===== config.mk =====
export PLATFORM = sky130hd
export DESIGN_NAME = alu_mul_seq_flat
export DESIGN_NICKNAME = d
export VERILOG_FILES = /design/src/rtl/alu_mul_seq_if.sv /design/src/rtl/alu_mul_seq.sv /design/src/flat_wrapper.sv
export SDC_FILE = /design/constraint.sdc
export NUM_CORES = 1
export LEC_CHECK = 0
export BUFFER_PORTS_ARGS = -buffer_cell sky130_fd_sc_hd__buf_4
export CORE_MARGIN = 2
export CORE_UTILIZATION = 51
export CTS_CLUSTER_DIAMETER = 200
export DETAILED_ROUTE_END_ITERATION = 16
export PLACE_DENSITY_LB_ADDON = 0.05
export SYNTH_ARGS = -nofsm -noshare
export SYNTH_HDL_FRONTEND = slang
export SYNTH_SLANG_ARGS = --single-unit

===== constraint.sdc =====
create_clock -name clk_i -period 1.9 [get_ports clk_i]
set_input_delay 0.285 -clock clk_i [delete_from_list [all_inputs] [get_ports clk_i]]
set_output_delay 0.285 -clock clk_i [all_outputs]
set_load 0.02 [all_outputs]

===== src/rtl/alu_mul_seq_if.sv =====
// Operand/result bundle between alu_mul_seq, its requester and the shared datapath ALU.
// The slave modport is the multiplier's view; master is the requester/ALU side.
interface alu_mul_seq_if;
  logic        start_i;
  logic [31:0] mcand_i;
  logic [31:0] mplier_i;
  logic        busy_o;
  logic        done_o;
  logic [63:0] product_o;
  logic [31:0] alu_src1_o;
  logic [31:0] alu_src2_o;
  logic [3:0]  alu_ctrl_o;
  logic [31:0] alu_result_i;
  logic        alu_zero_i;

  modport slave (
    input  start_i, mcand_i, mplier_i, alu_result_i, alu_zero_i,
    output busy_o, done_o, product_o, alu_src1_o, alu_src2_o, alu_ctrl_o
  );

  modport master (
    output start_i, mcand_i, mplier_i, alu_result_i, alu_zero_i,
    input  busy_o, done_o, product_o, alu_src1_o, alu_src2_o, alu_ctrl_o
  );
endinterface


===== src/rtl/alu_mul_seq.sv =====
// 32x32->64 shift-add multiplier borrowing the datapath ALU; done_o 33 cycles after start (35 with
// ALU_MUL_SEQ_SIGNED_EN for two's-complement fix-up); start_i is ignored unless idle, no queuing.
module alu_mul_seq #(
  parameter logic [3:0] ALU_ADD_CODE  = 4'b0010,
  parameter logic [3:0] ALU_SUB_CODE  = 4'b0110,
  parameter logic [3:0] ALU_IDLE_CODE = 4'b0000
) (
  input logic         clk_i,
  input logic         rst_i,
  alu_mul_seq_if.slave bus
);

  typedef enum logic [2:0] {S_IDLE, S_RUN, S_FIX1, S_FIX2, S_DONE} state_t;

  state_t      r_state;
  state_t      w_state_nxt;
  logic [31:0] r_mc;
  logic [31:0] r_hi;
  logic [31:0] r_lo;
  logic [5:0]  r_cnt;
  logic [63:0] r_product;
`ifdef ALU_MUL_SEQ_SIGNED_EN
  logic [31:0] r_mp;
`endif

  logic [31:0] w_src1;
  logic [31:0] w_src2;
  logic [3:0]  w_ctrl;
  logic        w_busy;
  logic        w_done;
  logic        w_carry;
  logic [31:0] w_hi_nxt;
  logic [31:0] w_lo_nxt;

  always_comb begin
    w_state_nxt = r_state;
    w_src1      = '0;
    w_src2      = '0;
    w_ctrl      = ALU_IDLE_CODE;
    w_busy      = 1'b0;
    w_done      = 1'b0;
    w_carry     = 1'b0;
    w_hi_nxt    = r_hi;
    w_lo_nxt    = r_lo;
    case (r_state)
      S_IDLE: begin
        if (bus.start_i) w_state_nxt = S_RUN;
      end
      S_RUN: begin
        w_busy = 1'b1;
        w_src1 = r_hi;
        w_src2 = r_lo[0] ? r_mc : '0;
        w_ctrl = ALU_ADD_CODE;
        // ALU has no carry out; recover it from the operand and result MSBs
        w_carry = (w_src1[31] & w_src2[31]) |
                  ((w_src1[31] | w_src2[31]) & ~bus.alu_result_i[31]);
        {w_hi_nxt, w_lo_nxt} = {w_carry, bus.alu_result_i, r_lo[31:1]};
        if (r_cnt == 6'd31) begin
`ifdef ALU_MUL_SEQ_SIGNED_EN
          w_state_nxt = S_FIX1;
`else
          w_state_nxt = S_DONE;
`endif
        end
      end
`ifdef ALU_MUL_SEQ_SIGNED_EN
      S_FIX1: begin
        w_busy      = 1'b1;
        w_src1      = r_hi;
        w_src2      = r_mc[31] ? r_mp : '0;
        w_ctrl      = ALU_SUB_CODE;
        w_hi_nxt    = bus.alu_result_i;
        w_state_nxt = S_FIX2;
      end
      S_FIX2: begin
        w_busy      = 1'b1;
        w_src1      = r_hi;
        w_src2      = r_mp[31] ? r_mc : '0;
        w_ctrl      = ALU_SUB_CODE;
        w_hi_nxt    = bus.alu_result_i;
        w_state_nxt = S_DONE;
      end
`endif
      S_DONE: begin
        w_done      = 1'b1;
        w_state_nxt = S_IDLE;
      end
      default: w_state_nxt = S_IDLE;
    endcase
  end

  always_ff @(posedge clk_i) begin
    if (rst_i) begin
      r_state   <= S_IDLE;
      r_mc      <= '0;
      r_hi      <= '0;
      r_lo      <= '0;
      r_cnt     <= '0;
      r_product <= '0;
`ifdef ALU_MUL_SEQ_SIGNED_EN
      r_mp      <= '0;
`endif
    end else begin
      r_state <= w_state_nxt;
      if (r_state == S_IDLE) begin
        if (bus.start_i) begin
          r_mc  <= bus.mcand_i;
          r_lo  <= bus.mplier_i;
          r_hi  <= '0;
          r_cnt <= '0;
`ifdef ALU_MUL_SEQ_SIGNED_EN
          r_mp  <= bus.mplier_i;
`endif
        end
      end else begin
        r_hi <= w_hi_nxt;
        r_lo <= w_lo_nxt;
      end
      if (r_state == S_RUN) r_cnt <= r_cnt + 6'd1;
      // Captured on entry so product_o is already valid in the done_o cycle
      if (w_state_nxt == S_DONE) r_product <= {w_hi_nxt, w_lo_nxt};
    end
  end

`ifndef ALU_MUL_SEQ_SIGNED_EN
  logic w_unused_sub;
  assign w_unused_sub = ^ALU_SUB_CODE;
`endif
  logic w_unused_zero;
  assign w_unused_zero = bus.alu_zero_i;

  assign bus.busy_o     = w_busy;
  assign bus.done_o     = w_done;
  assign bus.product_o  = r_product;
  assign bus.alu_src1_o = w_src1;
  assign bus.alu_src2_o = w_src2;
  assign bus.alu_ctrl_o = w_ctrl;

endmodule


===== src/flat_wrapper.sv =====
// flat-port wrapper written by rule: the top's interface ports become plain ports
module alu_mul_seq_flat 
#(
  parameter logic [3:0] ALU_ADD_CODE  = 4'b0010,
  parameter logic [3:0] ALU_SUB_CODE  = 4'b0110,
  parameter logic [3:0] ALU_IDLE_CODE = 4'b0000
)
  (clk_i, rst_i, bus_start_i, bus_mcand_i, bus_mplier_i, bus_alu_result_i, bus_alu_zero_i, bus_busy_o, bus_done_o, bus_product_o, bus_alu_src1_o, bus_alu_src2_o, bus_alu_ctrl_o);
  alu_mul_seq_if bus_i ();
  input logic clk_i;
  input logic rst_i;
  input wire logic [$bits(bus_i.start_i)-1:0] bus_start_i;
  input wire logic [$bits(bus_i.mcand_i)-1:0] bus_mcand_i;
  input wire logic [$bits(bus_i.mplier_i)-1:0] bus_mplier_i;
  input wire logic [$bits(bus_i.alu_result_i)-1:0] bus_alu_result_i;
  input wire logic [$bits(bus_i.alu_zero_i)-1:0] bus_alu_zero_i;
  output wire logic [$bits(bus_i.busy_o)-1:0] bus_busy_o;
  output wire logic [$bits(bus_i.done_o)-1:0] bus_done_o;
  output wire logic [$bits(bus_i.product_o)-1:0] bus_product_o;
  output wire logic [$bits(bus_i.alu_src1_o)-1:0] bus_alu_src1_o;
  output wire logic [$bits(bus_i.alu_src2_o)-1:0] bus_alu_src2_o;
  output wire logic [$bits(bus_i.alu_ctrl_o)-1:0] bus_alu_ctrl_o;
  assign bus_i.start_i = bus_start_i;
  assign bus_i.mcand_i = bus_mcand_i;
  assign bus_i.mplier_i = bus_mplier_i;
  assign bus_i.alu_result_i = bus_alu_result_i;
  assign bus_i.alu_zero_i = bus_alu_zero_i;
  assign bus_busy_o = bus_i.busy_o;
  assign bus_done_o = bus_i.done_o;
  assign bus_product_o = bus_i.product_o;
  assign bus_alu_src1_o = bus_i.alu_src1_o;
  assign bus_alu_src2_o = bus_i.alu_src2_o;
  assign bus_alu_ctrl_o = bus_i.alu_ctrl_o;
  alu_mul_seq #(.ALU_ADD_CODE(ALU_ADD_CODE), .ALU_SUB_CODE(ALU_SUB_CODE), .ALU_IDLE_CODE(ALU_IDLE_CODE)) u_core (.clk_i(clk_i), .rst_i(rst_i), .bus(bus_i));
endmodule

==> impl_results.md <==
- CTS root buf: clkbuf_16
- PortBufs: 229
- Tmin final: 2140 ps
- HPWL Detailed: 12500 um
- Diodes inserted: 0
- Fmax: 0.468 GHz
- Total Power: 8.41 mW
- Met1 wire length: 9350 um
- Post-synth design cell area: 0.00708 sq mm
- Top post-synthesis cells by area: dfxtp_1 (48%), a21oi_1 (12%), nand4_1 (5.8%), nand2_1 (5.1%), o21ai_0 (4.2%)
- CTS Buf Count: 17
- Setup crit start kind: flip-flop
- Number of distinct library cells after synthesis: 37
- Reg2reg path depth: 7
- Vias in the first global route: 6714
- CTS tree: yes
- Largest area contributor in the netlist: dfxtp_1
- # rows: 43
- Final setup vio count: 66
- Gpl congestion: 0.783
- Via count: 7408
- Worst Hold Class: in2reg
- Final wirelength: 22600 um
- FILL cells: 1029
- Ratio of cells with drive above 1 in the final layout: 33.5%
- Pre-antenna DRT Iters: 5
- Final period util: 112%
- Pwr dens: 805 mW/mm^2
- Finished Core Util: 76.1%
- Area growth syn-to-layout: 47.5%
- DR vias/cell: 5.72
- Largest net degree at the start of global routing: 73
- Yosys reg bits: 169
- Worst Max-Slew Pin Slew: 670 ps
- Count leader, synth: dfxtp_1
- Clock transition at the registers of the reported paths: 60 ps
- Clock Sinks: 169
- H-tree depth: 4
- Routed wl met3: 1740 um
- Setup TNS: -11820 ps
- Initial antenna violation count: 0
- Nets: 1202
- Status: finished with violations
- Failing checks: setup timing
- Final hold vios: 0
- Number of flops mapped to enable cells by yosys: 0
- Crit path DAT: 1850 ps
- Max-slew violation count: 0
- Hold_buf cts: 0
- Post-route cell area: 0.0104 sq mm
- Mapped Avg Cell Area: 7.93 sq um
- Die Ht: 122 um
- Worst skew pair latency: 430 ps
- Ys flop type: dfxtp_1
- Worst Setup Slack, final: -237 ps
- Crit. End Element: output port
- CTS max path bufs: 2
- DR DRC count: 0
- Starting DRT DRC Count: 595
- Die ar.: 0.0148 sq mm
- Number of max-cap violations: 0
- Sequential-to-total area share from yosys stat: 47.8%
- CORE AREA: 0.0137 sq mm
- Total global-route track usage: 28.7%
- Synth warn: 0
- Share of flip-flops with an asynchronous set or reset: 0%
- Initial core utilization: 51.6%
- Synth cell count leaders: dfxtp_1 (169), a21oi_1 (164), nand2_1 (97)
- Detail Route Antenna Nets: 0
- Routed len/inst: 17.5 um
- Hold depth: 3
- Critical Path Fanout Max: 7
- Critical Path RT: 1620 ps
- RSZ-0062 raised after global routing: true
- Max_slew headroom: 55.3%
- First-pass GRT wire length: 34200 um
- Pre-CTS WS: 147 ps
- Placed instance area: 0.00891 sq mm
- Die width: 122 um
- Pleak: 4.33 nW
- # IOs: 234
- Top Layer Used: met4
- Total congestion overflow: 0
- VDD IR-drop max: 0.593 mV
- Setup Skew: 8.46 ps
- Mapped Cells: 893
- Share of the synthesized area in the top cell type: 47.8%
- Setup CP Type: reg2out
- WL met2: 11200 um
==> metrics by stage <==
| stage | instances | hold slack (ps) |
|---|---|---|
| after CTS | 1287 | 93.8 |
| after global placement | 1231 | 438 |
| after detailed placement | 1231 | 444 |
| after floorplan | 896 | 421 |
| final | 1294 | 97.8 |
| after global routing | 1294 | 107 |
==> layout by cell type (no fill, tap or decap), types with 15 or more instances in the layout <==
cell type  instances
a21oi_1          162
and2_4            25
and3_1            23
buf_12            15
buf_4            202
buf_6             60
clkbuf_16         21
dfxtp_1          166
nand2_1           97
nand3_1           31
nand4_1           66
nor2_1            69
nor4_1            32
o21ai_0           59
==> routing by layer <==
layer / up-vias / track usage [%]
met5: - / 0
met4: 0 / 10.4
met3: 25 / 6.65
met2: 297 / 46.2
met1: 3523 / 37.9
li1: 3563 / -
==> critical path, cell delays in order (launching register included) <==
cell	delay [ps]
dfxtp_2	330
or3b_4	430
inv_8	100
buf_12	120
clkbuf_16	140
and3_4	190
buf_6	110
==> state kept, by name, indices dropped and copies added (netlist names) <==
name / cells
u_core.r_cnt: 6
u_core.bus.product_o: 64
u_core.r_mc: 32
u_core.r_lo: 32
u_core.r_state: 3
u_core.r_hi: 32
==> cell families after synthesis <==
kind of cell,Yosys count,share of synthesized area (%)
buf+inv,106,7.35
mux,1,0.159
simple gates,377,27.2
fa+ha+maj,1,0.177
other cells,1,0.0530
flops,169,47.8
compound gates,238,17.3
==> final cells by class <==
type                       instances  area [sq um]  share of cell area [%]
sequential                       169          3390                    32.4
inverter                           3          18.8                   0.180
clock buffer                      17           425                    4.07
timing repair buffer             289          2800                    26.8
clock inverter                    15           249                    2.38
multi-input combinational        621          3340                    32.0
tap                              180           225                    2.16
==> final timing paths <==
path,from,end,slack (ps)
setup / recovery,u_core.r_state[1],bus_alu_src2_o[17],-240
setup reg to reg,u_core.r_state[1],u_core.r_lo[31],10
hold / removal,bus_mcand_i[27],u_core.r_mc[27],100
hold reg to reg,u_core.r_mc[7],u_core.r_mc[7],450
==> where the power goes <==
part	switching (mW)	total (mW)	internal, mW
Combinational	0.394	0.752	0.357
Sequential	0.0685	3.72	3.65
Clock	1.47	3.94	2.47
Total	1.93	8.41	6.48
==> timing repair <==
item | in CTS | in global routing
endpoints found under the setup margin | 66 | 80
cloned | 8 | 4
setup buffers | 16 | 8
pin swaps | 7 | 22
resized for setup | 84 | 32
(Power assumes the default switching activity.)
